### config.mk
export PLATFORM = sky130hd
export DESIGN_NAME = bipolar_bundle_accumulator_f
export DESIGN_NICKNAME = d
export VERILOG_FILES = /design/src/rtl/bipolar_bundle_accumulator_f.sv
export SDC_FILE = /design/constraint.sdc
export NUM_CORES = 1
export LEC_CHECK = 0
export CAP_MARGIN = 20
export CORE_MARGIN = 1.5
export CORE_UTILIZATION = 57
export DETAILED_ROUTE_END_ITERATION = 6
export GPL_TIMING_DRIVEN = 0
export PLACE_DENSITY = 0.88
export SLEW_MARGIN = 15
export SYNTH_ARGS = -nofsm -noshare
export SYNTH_HDL_FRONTEND = slang
export SYNTH_SLANG_ARGS = --single-unit
### constraint.sdc
create_clock -name clk -period 10.1 [get_ports clk]
set_input_delay 1.515 -clock clk [delete_from_list [all_inputs] [get_ports clk]]
set_output_delay 1.515 -clock clk [all_outputs]
set_load 0.05 [all_outputs]
### src/rtl/bipolar_bundle_accumulator_f.sv
// bipolar_bundle_accumulator_f
// Streaming bundler: accumulates bipolar float elements (+1.0 / -1.0 / zero)
// into a signed integer sum and, at end of bundle, converts the sum back to
// float and presents it on a valid/ready output for the downstream cut stage.
//
// Optional feature macro: BUNDLE_SATURATE_EN
//   defined   - accumulator saturates symmetrically at +/-(2^(ACC_WIDTH-1)-1)
//               and a sticky overflow flag is reported with the result.
//   undefined - accumulator wraps in two's complement, overflow tied to 0.
module bipolar_bundle_accumulator_f #(
    parameter int EXPONENT_WIDTH = 8,
    parameter int MANTISSA_WIDTH = 23,
    parameter int ACC_WIDTH      = 16
) (
    input  logic                                    clk,
    input  logic                                    reset_n,
    input  logic                                    in_valid,
    input  logic                                    in_last,
    input  logic [EXPONENT_WIDTH+MANTISSA_WIDTH:0]  elem_in,
    output logic                                    in_ready,
    output logic                                    out_valid,
    input  logic                                    out_ready,
    output logic [EXPONENT_WIDTH+MANTISSA_WIDTH:0]  elem_out,
    output logic                                    overflow
);

    localparam int W    = EXPONENT_WIDTH + MANTISSA_WIDTH + 1;
    localparam int BIAS = (1 << (EXPONENT_WIDTH - 1)) - 1;
    localparam logic signed [ACC_WIDTH-1:0] ACC_ONE = {{(ACC_WIDTH-1){1'b0}}, 1'b1};

    typedef enum logic [1:0] {
        ACCUM   = 2'd0,
        CONVERT = 2'd1,
        HOLD    = 2'd2
    } state_t;

    state_t                         state_r;
    state_t                         state_s;
    logic signed [ACC_WIDTH-1:0]    acc_r;
    logic signed [ACC_WIDTH-1:0]    acc_next_s;
    logic signed [ACC_WIDTH-1:0]    contrib_s;
    logic [W-1:0]                   elem_out_r;

    logic                           sign_s;
    logic [ACC_WIDTH-1:0]           mag_s;
    int                             msb_s;
    logic [ACC_WIDTH-1:0]           norm_s;
    logic [ACC_WIDTH+MANTISSA_WIDTH-1:0] frac_wide_s;
    logic [MANTISSA_WIDTH-1:0]      mant_s;
    logic [EXPONENT_WIDTH-1:0]      exp_s;
    logic [W-1:0]                   result_s;
    logic                           unused_bits_s;

    // Element value: zero exponent means 0, otherwise +/-1 by sign bit.
    function automatic logic signed [ACC_WIDTH-1:0] decode_elem(
        input logic                      sgn,
        input logic [EXPONENT_WIDTH-1:0] expo
    );
        logic signed [ACC_WIDTH-1:0] c;
        if (expo == {EXPONENT_WIDTH{1'b0}}) begin
            c = '0;
        end else if (sgn) begin
            c = '1;
        end else begin
            c = ACC_ONE;
        end
        return c;
    endfunction

    // Index of the most significant set bit (0 when the value is zero).
    function automatic int msb_index(input logic [ACC_WIDTH-1:0] v);
        int idx;
        idx = 0;
        for (int i = 0; i < ACC_WIDTH; i++) begin
            if (v[i]) begin
                idx = i;
            end
        end
        return idx;
    endfunction

    assign contrib_s = decode_elem(elem_in[W-1], elem_in[W-2 -: EXPONENT_WIDTH]);

`ifdef BUNDLE_SATURATE_EN
    localparam logic signed [ACC_WIDTH:0] SAT_POS = (ACC_WIDTH+1)'((1 << (ACC_WIDTH - 1)) - 1);
    localparam logic signed [ACC_WIDTH:0] SAT_NEG = -SAT_POS;

    logic signed [ACC_WIDTH:0] sum_wide_s;
    logic                      sat_hit_s;
    logic                      sat_seen_r;
    logic                      overflow_r;

    // Add one guard bit, then clamp symmetrically and flag any clamped add.
    always_comb begin
        sum_wide_s = $signed({acc_r[ACC_WIDTH-1], acc_r}) + $signed({contrib_s[ACC_WIDTH-1], contrib_s});
        sat_hit_s  = 1'b0;
        acc_next_s = sum_wide_s[ACC_WIDTH-1:0];
        if (sum_wide_s > SAT_POS) begin
            acc_next_s = SAT_POS[ACC_WIDTH-1:0];
            sat_hit_s  = 1'b1;
        end else if (sum_wide_s < SAT_NEG) begin
            acc_next_s = SAT_NEG[ACC_WIDTH-1:0];
            sat_hit_s  = 1'b1;
        end else begin
            acc_next_s = sum_wide_s[ACC_WIDTH-1:0];
        end
    end

    // Sticky saturation flag per bundle, published with the result in CONVERT.
    always_ff @(posedge clk or negedge reset_n) begin
        if (!reset_n) begin
            sat_seen_r <= 1'b0;
            overflow_r <= 1'b0;
        end else begin
            case (state_r)
                ACCUM: begin
                    if (in_valid && sat_hit_s) begin
                        sat_seen_r <= 1'b1;
                    end
                end
                CONVERT: begin
                    overflow_r <= sat_seen_r;
                end
                HOLD: begin
                    if (out_ready) begin
                        sat_seen_r <= 1'b0;
                        overflow_r <= 1'b0;
                    end
                end
                default: begin
                    sat_seen_r <= 1'b0;
                    overflow_r <= 1'b0;
                end
            endcase
        end
    end

    assign overflow = overflow_r;
`else
    // Plain two's-complement accumulate; wraps silently.
    always_comb begin
        acc_next_s = acc_r + contrib_s;
    end

    assign overflow = 1'b0;
`endif

    // Integer-to-float conversion of the accumulator (truncating).
    always_comb begin
        sign_s = acc_r[ACC_WIDTH-1];
        if (sign_s) begin
            mag_s = $unsigned(~acc_r + ACC_ONE);
        end else begin
            mag_s = $unsigned(acc_r);
        end
        msb_s       = msb_index(mag_s);
        norm_s      = mag_s << (ACC_WIDTH - 1 - msb_s);
        frac_wide_s = {norm_s, {MANTISSA_WIDTH{1'b0}}};
        mant_s      = frac_wide_s[ACC_WIDTH+MANTISSA_WIDTH-2 -: MANTISSA_WIDTH];
        exp_s       = EXPONENT_WIDTH'(BIAS + msb_s);
        if (mag_s == {ACC_WIDTH{1'b0}}) begin
            result_s = '0;
        end else begin
            result_s = {sign_s, exp_s, mant_s};
        end
    end

    // Mantissa of the input and the leftover conversion bits carry no information.
    assign unused_bits_s = ^{elem_in[MANTISSA_WIDTH-1:0], frac_wide_s};

    // Next-state logic for the ACCUM -> CONVERT -> HOLD cycle.
    always_comb begin
        state_s = state_r;
        case (state_r)
            ACCUM: begin
                if (in_valid && in_last) begin
                    state_s = CONVERT;
                end else begin
                    state_s = ACCUM;
                end
            end
            CONVERT: begin
                state_s = HOLD;
            end
            HOLD: begin
                if (out_ready) begin
                    state_s = ACCUM;
                end else begin
                    state_s = HOLD;
                end
            end
            default: begin
                state_s = ACCUM;
            end
        endcase
    end

    // State, accumulator and result registers.
    always_ff @(posedge clk or negedge reset_n) begin
        if (!reset_n) begin
            state_r    <= ACCUM;
            acc_r      <= '0;
            elem_out_r <= '0;
        end else begin
            state_r <= state_s;
            case (state_r)
                ACCUM: begin
                    if (in_valid) begin
                        acc_r <= acc_next_s;
                    end
                end
                CONVERT: begin
                    elem_out_r <= result_s;
                end
                HOLD: begin
                    if (out_ready) begin
                        acc_r <= '0;
                    end
                end
                default: begin
                    acc_r <= '0;
                end
            endcase
        end
    end

    assign in_ready  = (state_r == ACCUM);
    assign out_valid = (state_r == HOLD);
    assign elem_out  = elem_out_r;

endmodule

Word-level counts from Yosys, hierarchy flattened
Cells that the tools add are included. W data, S select, Z words.

Bitwise operators: 2. $add $sub $neg: 4. Eq/ne operators: 4. Reductions and logical operators: 5. Shift-type cells: 1. Multiplexer cells: 25.

Operators with widths (number): $mux W32 (15); $mux W16 (5); $pmux W16 S3 (1); $shl A16 B32 Y15 (1); $sub A5 B32 Y32 const A (1); $add A16 B16 Y16 (1); $add A16 B2 Y16 const B (1); $logic_not A16 Y1 (1); $not A16 Y16 (1); $add A8 B8 Y8 const A (1); $logic_not A8 Y1 (1); $pmux W2 S3 (1); $reduce_and A3 Y1 (1); $eq A2 B1 Y1 const B (1); $eq A2 B2 Y1 const B (1); $logic_not A2 Y1 (1); $mux W1 (2); $mux W2 (1); $ne A2 B1 Y1 const B (1); $ne A2 B2 Y1 const B (1); $logic_and A1 B1 Y1 (1); $not A1 Y1 (1).

Input bits: 37. Output and inout port bits: 35. Register bits: 50. Word-level logic and storage cells: 44.

Depth between registers and ports, before layout
Depth in word-level cells: 21. Depth in mapped cells: 15. Mapped depth without buffers: 15.

Least setup slack after synthesis
No wires, ideal clock.

Kind: input to register. Start: in elem_in[24]. End: reg acc_r[15]. Slack: 5.657 ns. Buffers on the path: 0. Required time: 10.010 ns. Library setup time: 0.090 ns. Stages: 14. Arrival time: 4.353 ns. Cells stage by stage: nor4_1 -> nand2_1 -> nand2_1 -> inv_1 -> ha_1 -> a21o_1 -> a21oi_1 -> o21ba_2 -> o21ai_0 -> a211oi_1 -> o31ai_1 -> or4_1 -> o22a_1 -> o221ai_1.

Cells in the longest elaborated chain, start to end: 5.

Ends and longest elaborated chain: start, declared (line 19) `input logic [EXPONENT_WIDTH+MANTISSA_WIDTH:0] elem_in,`; $logic_not A8 Y1 (line 60) `if (expo == {EXPONENT_WIDTH{1'b0}}) begin`; $mux W16 (line 60); $add A16 B16 Y16 (line 142) `acc_next_s = acc_r + contrib_s;`; $mux W16 (line 208) `if (in_valid) begin`; $pmux W16 S3 (line 206) `case (state_r)`; end signal, assigned (line 209) `acc_r <= acc_next_s;`; end, declared (line 39) `logic signed [ACC_WIDTH-1:0] acc_r;`.

No other way between the ends. The select of a mux whose other input is x is not followed. A chain may end at the register's enable or synchronous reset.

Worst setup path after layout
Start: in elem_in[28]. End: reg acc_r[15].

The elaborated chain is that of the path after synthesis.

==> run_results.csv <==
group,metric,value,unit
outcome,status,"completed",
synth,yosysSeqAreaShare,27.6,%
timing,final_hold_viol_count,0,
clock_tree,postCtsSetupBuffers,0,
layout,drive_above_1_share,11.4,%
worst_hold_path,worstHoldPathType,"register to register",
worst_setup_path,r2r.worst_path.cells,13,
synth,synth-edff-count,0,
placed_design,post_dp_cell_area,4260,um2
synth,synth_ff_type,"dfrtp_1",
global_routing,grt_pass1_vias,3346,
synth,ys_warn_count,0,
floorplan,rows,29,
placed_design,dp.cells,560,
layout,diodes,0,
synth,yosysTopAreaCellShare,27.6,%
timing,slew-limit-headroom,51.8,%
clock_tree,tritoncts,"done",
worst_setup_path,critPathKind,"primary input to register",
synth,ys_top_cells_by_area,"dfrtp_1, ha_1, mux2i_1",
worst_setup_path,r2r_slack,6.34,ns
route,drt_iter0_markers,146,
worst_setup_path,cp_slowest_cell,"or4_1",
worst_setup_path,cp_data_arrival_time,5.34,ns
timing,min_period,5.12,ns
clock_tree,holdBufCountCts,0,
global_routing,antenna_found_initial,0,
route,drcViolationCount,0,
clock_tree,cts.sinks,41,
floorplan,start_util,59.0,%
placed_design,io_buffers,39,
worst_setup_path,crit_path_max_incr_delay,0.44,ns
route,wire_per_inst,15.4,um
worst_hold_path,hold_end,"elem_out[30]",
synth,avgSynthCellArea,8.56,um2
timing,fmax,195,MHz
global_routing,grt_max_degree,23,
route,antenna_left,0,
clock_tree,root_buffer,"clkbuf_8",
worst_setup_path,path_buf_inv,2,
route,dr_total_vias,3396,
synth,synthArstFlopShare,100,%
route,vias_per_cell,5.98,
layout,final_nets,547,
synth,ys_ff_latch,41,
timing,final.period_utilization,50.7,%
timing,tightest_slew,0.717,ns
layout,utilization,68.9,%
worst_setup_path,cp_data_required_time,10.32,ns
layout,syn_to_final_growth,16.8,%
timing,skew,0.00812,ns
layout,final_cells,568,
synth,synth_top_area_cell,"dfrtp_1",
floorplan,core_area,6310,um2
worst_setup_path,critical-path-top-delay-family,"compound AO/OA/AOI/OAI gates",
clock_tree,numCtsBuffers,5,
floorplan,dieArea,7030,um2
clock_tree,path_clk_slew,0.09,ns
clock_tree,clk_latency,0.30,ns
worst_setup_path,path_max_fanout,15,
placed_design,dp_hpwl,6.89,mm
job,drv_cap,0,
floorplan,die_y,83.8,um
synth,syn-cell-area,3720,um2
global_routing,grt.total_usage,26.5,%
worst_setup_path,rr_startpoint,"acc_r[3]",
timing,tns,0,ns
placed_design,gp_congestion,0.919,
clock_tree,htreeDepth,2,
worst_setup_path,path_common_cell,"nand2_1",
synth,synthCells,435,
route,wirelength,8.77,mm
global_routing,grt-ovfl-total,0,
layout,nFillCells,540,
worst_hold_path,min_path_cells,2,
global_routing,grt_pass1_wl,15.5,mm
worst_setup_path,cp.depth,15,
floorplan,die_w,83.8,um
timing,setup_viol,0,
worst_setup_path,reg2reg_to,"elem_out[18]",
timing,slew_viol_final,0,
clock_tree,postCtsResizedCells,0,
layout,final_cell_area,4350,um2
timing,rsz0062_at_grt,"no",
worst_hold_path,min_from,"elem_out[30]",
route,drtPass1Iterations,5,
worst_setup_path,worstSetupEndpointType,"register",
floorplan,io_pins,72,
synth,ys_types,71,
worst_setup_path,crit_chain,"clkdlybuf4s50_1, nor4_1, nand2_1, nand2_1, inv_1, ha_1, a21o_1, a21oi_1, o21ba_2, o21ai_0, a211oi_1, o31ai_1, or4_1, o22a_1, o221ai_1",
worst_setup_path,critPathLaunchType,"primary input",
clock_tree,cts_buffer_depth,2,
## worst reg2reg max path, stage by stage, from the launching register on
cell	delay, ns
dfrtp_1	0.40
clkbuf_1	0.25
or4_4	0.47
buf_6	0.16
or3_1	0.36
o221ai_2	0.39
nor4_1	0.09
a211o_2	0.38
buf_6	0.16
buf_6	0.15
mux2i_1	0.14
mux2i_1	0.35
a22oi_1	0.16
a22o_1	0.20
## kinds of logic after synthesis
| logic type | synth area share [%] |
|---|---|
| and+or+nand+nor | 19.9 |
| AOI/OAI and AO/OA | 25.6 |
| buffers and inverters | 6.96 |
| DFF | 27.6 |
| xor gates and xnor gates | 6.72 |
| muxes | 6.32 |
| adders and majority gates | 6.92 |
| other | 0.101 |
## per-stage QoR
stage	hold slack (ns)	setup slack, ns
finish	0.484	4.98
global route	0.509	4.63
CTS	0.490	4.95
detailed placement	0.470	4.64
global placement	0.465	4.79
floorplan	0.518	5.66
## cells in the mapped netlist (3+ instances only)
master,instances
dfrtp_1,41
nand2_1,41
nor2_1,30
o21ai_0,28
a21oi_1,23
ha_1,19
mux2i_1,19
inv_1,17
xnor2_1,17
clkbuf_1,13
or3_1,11
a21o_1,10
buf_4,10
nor3_1,10
a22o_1,9
nand2b_1,9
o31ai_1,7
and2_1,6
nand3_1,6
o21ai_1,6
xor2_1,6
a22oi_1,5
nor4_1,5
a211o_1,4
a211oi_1,4
and3_1,4
buf_6,4
mux2_2,4
or4_1,4
buf_1,3
buf_2,3
nor3b_1,3
or2_2,3
## layout make-up
cell class | count | area, um2 | area share (%)
clock inverters | 3 | 17.5 | 0.403
repair buffers | 40 | 413 | 9.49
multi-input cells | 352 | 2470 | 56.8
inverters | 17 | 63.8 | 1.47
plain buffers | 33 | 195 | 4.49
well taps | 77 | 96.3 | 2.22
flip-flops and latches | 41 | 1030 | 23.6
clock buffers | 5 | 68.8 | 1.58
## cells in the final DEF (no fill, tap or decap), drive strengths merged, types with 3 or more instances in the layout
master | Yosys | layout
mux2 | 4 | 4
clkdlybuf4s50 | 0 | 38
xor2 | 8 | 8
clkbuf | 13 | 18
nor3b | 3 | 3
or2 | 4 | 4
a21oi | 25 | 25
nand3 | 6 | 6
or3 | 11 | 11
nand2b | 9 | 9
and3 | 4 | 4
conb | 1 | 9
a211oi | 4 | 4
and2 | 6 | 6
a22o | 9 | 9
mux2i | 19 | 19
nor2 | 30 | 30
nor4 | 5 | 5
ha | 19 | 19
a211o | 5 | 5
dfrtp | 41 | 41
or4 | 6 | 6
inv | 17 | 17
nor3 | 11 | 11
buf | 20 | 22
o31ai | 8 | 8
xnor2 | 18 | 18
o21ai | 37 | 37
a21o | 10 | 10
a22oi | 5 | 5
nand2 | 42 | 42
## worst max-delay path by stage
stage,from,to,slack [ns]
6_report,elem_in[28],acc_r[15],4.98
4_1_cts,elem_in[28],acc_r[15],4.95
3_5_place_dp,elem_in[28],acc_r[15],4.64
3_3_place_gp,elem_in[28],acc_r[15],4.79
2_1_floorplan,elem_in[24],acc_r[15],5.66
5_1_grt,elem_in[28],acc_r[15],4.63
## registers in the layout (all words and copies together) (netlist names)
name      count
state_r       2
elem_out     23
acc_r        16
## metal layers
metal / routed length [um] / track usage [%]
met1: 3860 / 32.8
met2: 4390 / 46.9
met3: 318 / 3.76
met4: 203 / 9.39
met5: 0 / 0
Power is left out: the tool's default activity adds up to more than one toggle a clock period on the data nets, which glitch-free logic cannot reach.
